[config.mk]
export PLATFORM = sky130hd
export DESIGN_NAME = store_monitor
export DESIGN_NICKNAME = d
export VERILOG_FILES = /design/src/rtl/store_monitor.sv
export SDC_FILE = /design/constraint.sdc
export NUM_CORES = 1
export LEC_CHECK = 0
export ABC_AREA = 1
export CAP_MARGIN = 20
export CORE_MARGIN = 2
export CORE_UTILIZATION = 33
export DETAILED_ROUTE_END_ITERATION = 10
export SYNTH_ARGS = -nofsm -noshare
export SYNTH_HDL_FRONTEND = slang
export SYNTH_SLANG_ARGS = --single-unit
[constraint.sdc]
create_clock -name clk -period 4.15 [get_ports clk]
set_input_delay 0.83 -clock clk [delete_from_list [all_inputs] [get_ports clk]]
set_output_delay 0.83 -clock clk [all_outputs]
set_load 0.01 [all_outputs]
[src/rtl/store_monitor.sv]
// ---------------------------------------------------------------------------
// store_monitor
//
// Observer on the processor's external memory-write bus. Every store is
// logged into a small first-word-fall-through FIFO that a bench can drain,
// and the first store after an arm pulse is judged against an expected data
// word, producing sticky pass / fail / timeout verdicts.
//
// Parameters
//   DEPTH    FIFO entries (power of two, >= 2)
//   TIMEOUT  store-free cycles after arm before the timeout verdict (>= 2)
//
// Ports
//   clk          rising-edge clock
//   reset        synchronous, active-low reset
//   adr          processor store address
//   writedata    processor store data
//   memwrite     store strobe, one store per high cycle
//   arm          one-cycle pulse, latches expect_data and starts a check
//   expect_data  expected store data, sampled on arm
//   expect_adr   expected store address (only with the macro below)
//   pop          consume the FIFO head
//   log_valid    FIFO not empty
//   log_adr      address at the FIFO head (0 when empty)
//   log_data     data at the FIFO head (0 when empty)
//   log_count    FIFO occupancy
//   overflow     sticky, a store was dropped because the FIFO was full
//   busy         a check is in progress
//   pass/fail/timeout  sticky verdicts, cleared by arm or reset
//
// Optional feature macro: STORE_MONITOR_ADDR_MATCH_EN
//   When defined, adds expect_adr; while armed only stores to that address
//   are judged, other stores are just logged.
// ---------------------------------------------------------------------------
module store_monitor #(
  parameter int DEPTH   = 8,
  parameter int TIMEOUT = 1024
) (
  input  logic                   clk,
  input  logic                   reset,
  input  logic [31:0]            adr,
  input  logic [31:0]            writedata,
  input  logic                   memwrite,
  input  logic                   arm,
  input  logic [31:0]            expect_data,
`ifdef STORE_MONITOR_ADDR_MATCH_EN
  input  logic [31:0]            expect_adr,
`endif
  input  logic                   pop,
  output logic                   log_valid,
  output logic [31:0]            log_adr,
  output logic [31:0]            log_data,
  output logic [$clog2(DEPTH):0] log_count,
  output logic                   overflow,
  output logic                   busy,
  output logic                   pass,
  output logic                   fail,
  output logic                   timeout
);

  localparam int AW = $clog2(DEPTH);
  localparam int CW = AW + 1;
  localparam int TW = $clog2(TIMEOUT);
  localparam logic [CW-1:0] FULL_COUNT = CW'(DEPTH);
  localparam logic [TW-1:0] LAST_COUNT = TW'(TIMEOUT - 1);

  typedef enum logic [1:0] {IDLE, ARMED, DONE} state_t;

  // FIFO storage and bookkeeping
  logic [63:0]   r_mem [DEPTH];
  logic [AW-1:0] r_wrPtr;
  logic [AW-1:0] r_rdPtr;
  logic [CW-1:0] r_count;
  logic          r_overflow;
  logic          w_full;
  logic          w_pop;
  logic          w_push;
  logic          w_drop;
  logic [63:0]   w_head;

  // Checker state
  state_t        r_state, w_nextState;
  logic [31:0]   r_expData, w_nextExpData;
  logic [TW-1:0] r_cnt, w_nextCnt;
  logic          r_pass, w_nextPass;
  logic          r_fail, w_nextFail;
  logic          r_timeout, w_nextTimeout;
  logic          w_judge;
`ifdef STORE_MONITOR_ADDR_MATCH_EN
  logic [31:0]   r_expAdr, w_nextExpAdr;
`endif

  // A pop only counts when there is something to pop. When full, a
  // simultaneous pop frees the slot so the incoming store still fits.
  assign w_full = (r_count == FULL_COUNT);
  assign w_pop  = pop && (r_count != '0);
  assign w_push = memwrite && (!w_full || w_pop);
  assign w_drop = memwrite && w_full && !w_pop;

  // Storage array needs no reset: the head is masked while the FIFO is empty
  always_ff @(posedge clk) begin
    if (w_push) r_mem[r_wrPtr] <= {adr, writedata};
  end

  // Pointers wrap naturally because DEPTH is a power of two
  always_ff @(posedge clk) begin
    if (!reset) begin
      r_wrPtr    <= '0;
      r_rdPtr    <= '0;
      r_count    <= '0;
      r_overflow <= 1'b0;
    end else begin
      if (w_push) r_wrPtr <= r_wrPtr + AW'(1);
      if (w_pop)  r_rdPtr <= r_rdPtr + AW'(1);
      case ({w_push, w_pop})
        2'b10:   r_count <= r_count + CW'(1);
        2'b01:   r_count <= r_count - CW'(1);
        default: r_count <= r_count;
      endcase
      if (w_drop) r_overflow <= 1'b1;
    end
  end

  assign w_head    = r_mem[r_rdPtr];
  assign log_valid = (r_count != '0);
  assign log_adr   = log_valid ? w_head[63:32] : '0;
  assign log_data  = log_valid ? w_head[31:0]  : '0;
  assign log_count = r_count;
  assign overflow  = r_overflow;

`ifdef STORE_MONITOR_ADDR_MATCH_EN
  assign w_judge = memwrite && (adr == r_expAdr);
`else
  assign w_judge = memwrite;
`endif

  // Checker state register
  always_ff @(posedge clk) begin
    if (!reset) begin
      r_state   <= IDLE;
      r_expData <= '0;
      r_cnt     <= '0;
      r_pass    <= 1'b0;
      r_fail    <= 1'b0;
      r_timeout <= 1'b0;
`ifdef STORE_MONITOR_ADDR_MATCH_EN
      r_expAdr  <= '0;
`endif
    end else begin
      r_state   <= w_nextState;
      r_expData <= w_nextExpData;
      r_cnt     <= w_nextCnt;
      r_pass    <= w_nextPass;
      r_fail    <= w_nextFail;
      r_timeout <= w_nextTimeout;
`ifdef STORE_MONITOR_ADDR_MATCH_EN
      r_expAdr  <= w_nextExpAdr;
`endif
    end
  end

  // Next-state logic. In ARMED a judged store wins over both re-arm and
  // timeout, and it is compared against the value latched before this edge.
  always_comb begin
    w_nextState   = r_state;
    w_nextExpData = r_expData;
    w_nextCnt     = r_cnt;
    w_nextPass    = r_pass;
    w_nextFail    = r_fail;
    w_nextTimeout = r_timeout;
`ifdef STORE_MONITOR_ADDR_MATCH_EN
    w_nextExpAdr  = r_expAdr;
    if (arm) w_nextExpAdr = expect_adr;
`endif
    if (arm) w_nextExpData = expect_data;
    case (r_state)
      IDLE, DONE: begin
        if (arm) begin
          w_nextPass    = 1'b0;
          w_nextFail    = 1'b0;
          w_nextTimeout = 1'b0;
          w_nextCnt     = '0;
          w_nextState   = ARMED;
        end
      end
      ARMED: begin
        if (w_judge) begin
          w_nextPass  = (writedata == r_expData);
          w_nextFail  = (writedata != r_expData);
          w_nextState = DONE;
        end else if (arm) begin
          w_nextCnt = '0;
        end else if (r_cnt == LAST_COUNT) begin
          w_nextTimeout = 1'b1;
          w_nextState   = DONE;
        end else begin
          w_nextCnt = r_cnt + TW'(1);
        end
      end
      default: w_nextState = IDLE;
    endcase
  end

  assign busy    = (r_state == ARMED);
  assign pass    = r_pass;
  assign fail    = r_fail;
  assign timeout = r_timeout;

endmodule

==> metrics.cfg <==
[critical_path]
r2r_cells = 9
crit_family = buffers and inverters
r2r_start = log_count[1]
critPathKind = register to output port
worstPathArrival_ns = 3.07
path_max_fanout = 65
critical-path-max-stage-delay_ns = 0.85
crit_path_end_kind = output port
regToRegSetupSlack_ns = 1.74
worstPathCellList = buf_4 -> o21ai_0 -> o32ai_1 -> o21ai_0 -> nor2_1 -> clkdlybuf4s50_1
start_kind = register
worst_path_most_repeated_cell = o21ai_0
r2r_end = r_mem[6][62]
cp.required_ns = 3.32
slowest_stage = dfxtp_4
cp_num_buf_inv = 2

[cells_and_area]
drive_gt1_frac = 0.08654
finalNetCount = 2157
syn2layout_area_growth_pct = 20.90

[global_route]
grt.overflow.total = 0
grt_pass1_vias = 14980
antenna_found_initial = 1
grt_pass1_wl_um = 87810
grt_usage = 0.1558
grt_max_degree = 93

[timing]
fin_crit_sh = 0.9402
worstMarginPinSlew_ns = 0.7805
finalMaxSlewViolations = 0
fmax_mhz = 256.3
final-hold-violation-count = 0
tns_ns = 0
setup_viol = 0
fin_worst_skew_ns = 0.02218
fin_crit_ns = 3.902
maxSlewHeadroom = 0.4797
timing.hold.ws_ns = 0.4542
rsz0062_at_grt = false

[clock_tree]
ctsResizeCount = 0
cts.htree.levels = 2
cts_tree = done
post_cts_buffers = 0
clkSlewWorstSetupHoldPaths_ns = 0.06
cts-buffers-inserted = 60
clk_latency_ns = 0.63
cts_hold_buf = 0
clock-root-buffer = clkbuf_16
cts_max_path_buffers = 3
cts.sinks = 573

[drt]
drc_errors = 0
post_drt_wl_per_cell_um = 19.03
vias_per_cell = 4.974
drtIter0Drc = 1138
ant_nets = 0
firstDrtPassIters = 5
wl_um = 57940
via_count = 15140

[die]
fp.dieW_um = 269.1
io_pins = 175
die_y_um = 269.1
die-area_um2 = 72410
initial_core_util = 0.3323
core_area_um2 = 69790
num_rows = 97

[worst_hold_path]
hp-start = r_rdPtr[2]
hp-class = register to register
hold_depth = 2

[placement]
dp_hpwl_um = 32080
routabilityCongestion = 0.7741
numPortBuffers = 174

[logic_synthesis]
avgSynthCellArea_um2 = 12.26
syn_inst = 1891
synthMuxAreaShare = 0
async_flop_share = 0
ys_types = 33
yosysSeqAreaShare = 0.7156
synth_edf_count = 512
ys.warnings.count = 0
synthFlopType = edfxtp_1
synth_top_family_by_area = simple AND/OR/NAND/NOR gates
synth-seq-cells = 573
synthSimpleGateAreaFrac = 0.1193
synth_nets = 1996
synth_compound_area_frac = 0.1189
synth_fa_ha_area_frac = 0.002158
synth_xor_area_frac = 0.009441
synth.cell_area_um2 = 23190

[pwr]
leakage_uw = 0.009344
power.density_nw_per_um2 = 524.4
ir_worst_vdd_uv = 298.9

[run]
cap_violations = 0

[status]
status = completed

==> cells in the mapped netlist (26+ instances only) <==
cell,number,area (um^2)
nand2_1,95,356.6
edfxtp_1,512,15370
buf_2,32,160.2
dfxtp_1,61,1221
o32ai_2,40,650.6
clkbuf_1,60,225.2
o21ai_0,207,1036
inv_1,54,202.7
nor2_1,599,2248
a21oi_1,26,130.1
o32ai_1,88,770.7
o21ai_1,28,140.1
==> tightest hold or removal path, delay by kind of cell, from the launching register on <==
| kind | cells | cell delay (ns) |
|---|---|---|
| flip-flops | 1 | 0.31 |
| AO/OA/AOI/OAI | 1 | 0.06 |
| buffers and inverters | 1 | 0.05 |
==> routing by layer <==
metal	part of all wire	global-route usage	up-vias
met5	0	0	-
met4	0.021	0.04249	0
met3	0.048	0.02609	88
met2	0.48	0.2612	399
met1	0.45	0.2088	7544
li1	-	-	7109
==> worst max-delay path by stage <==
stage	slack [ns]	cells past startpoint	to	from
finish	0.25	6	log_adr[26]	register
global placement	0.79	6	log_adr[28]	register
CTS	0.17	6	log_data[8]	register
global route	0.002	6	log_adr[28]	register
floorplan	-0.25	6	r_mem[0][0]	pop
detailed placement	0.85	6	log_adr[28]	register
==> sequential cells by signal (all words and copies together) (netlist names), 2 cells and up, named ones only <==
signal / count
r_mem: 512
r_expData: 32
r_cnt: 10
log_count: 4
r_rdPtr: 3
r_wrPtr: 3
r_state: 2
==> through the flow <==
| stage | setup slack (ns) | area [um^2] | util | cells | total power (uW) |
|---|---|---|---|---|---|
| after floorplan | -0.2499 | 23200 | - | 1891 | 8383 |
| after global placement | 0.7945 | 26130 | 0.3745 | 2930 | 9654 |
| after detailed placement | 0.8517 | 26130 | 0.3745 | 2930 | 9706 |
| after CTS | 0.1722 | 28040 | 0.4018 | 3043 | 14890 |
| after global routing | 0.002182 | 28040 | 0.4018 | 3044 | 15370 |
| final | 0.2482 | 28040 | 0.4018 | 3044 | 14700 |
==> area by class of cell <==
type	count	area, um^2
sequential	573	16610
fill	6427	41750
timing repair buffer	215	2262
tap	940	1176
inverter	57	221.5
clock buffer	76	1572
clock inverter	37	332.8
antenna	1	2.502
multi-input combinational	1145	5866
==> kinds of logic after synthesis <==
| logic type | Yosys count |
|---|---|
| AO/OA/AOI/OAI | 393 |
| XOR/XNOR | 25 |
| buffers and inverters | 173 |
| flip-flops | 573 |
| AND/OR/NAND/NOR | 723 |
| adder cells (fa/ha/maj) | 4 |
==> power by group <==
part	leakage, uW	switching [uW]	total, uW	internal [uW]
clock network	0.000909	2220	5160	2940
registers	0.00515	124	6580	6460
logic	0.00328	1700	2960	1260
total	0.00934	4050	14700	10700
==> cells in the final DEF (no fill, tap or decap), types with 4 or more instances in the layout <==
cell / n
nor2_1: 591
edfxtp_1: 512
o21ai_0: 207
clkdlybuf4s50_1: 174
nand2_1: 95
o32ai_1: 88
clkbuf_16: 60
dfxtp_1: 58
inv_1: 54
o32ai_2: 40
o21ai_1: 28
a21oi_1: 26
buf_4: 24
xnor2_1: 23
clkinv_1: 18
nand3_1: 17
buf_12: 17
clkbuf_1: 15
nor2_4: 8
clkinv_2: 5
ha_1: 4
bufinv_16: 4
(Power assumes the default switching activity.)
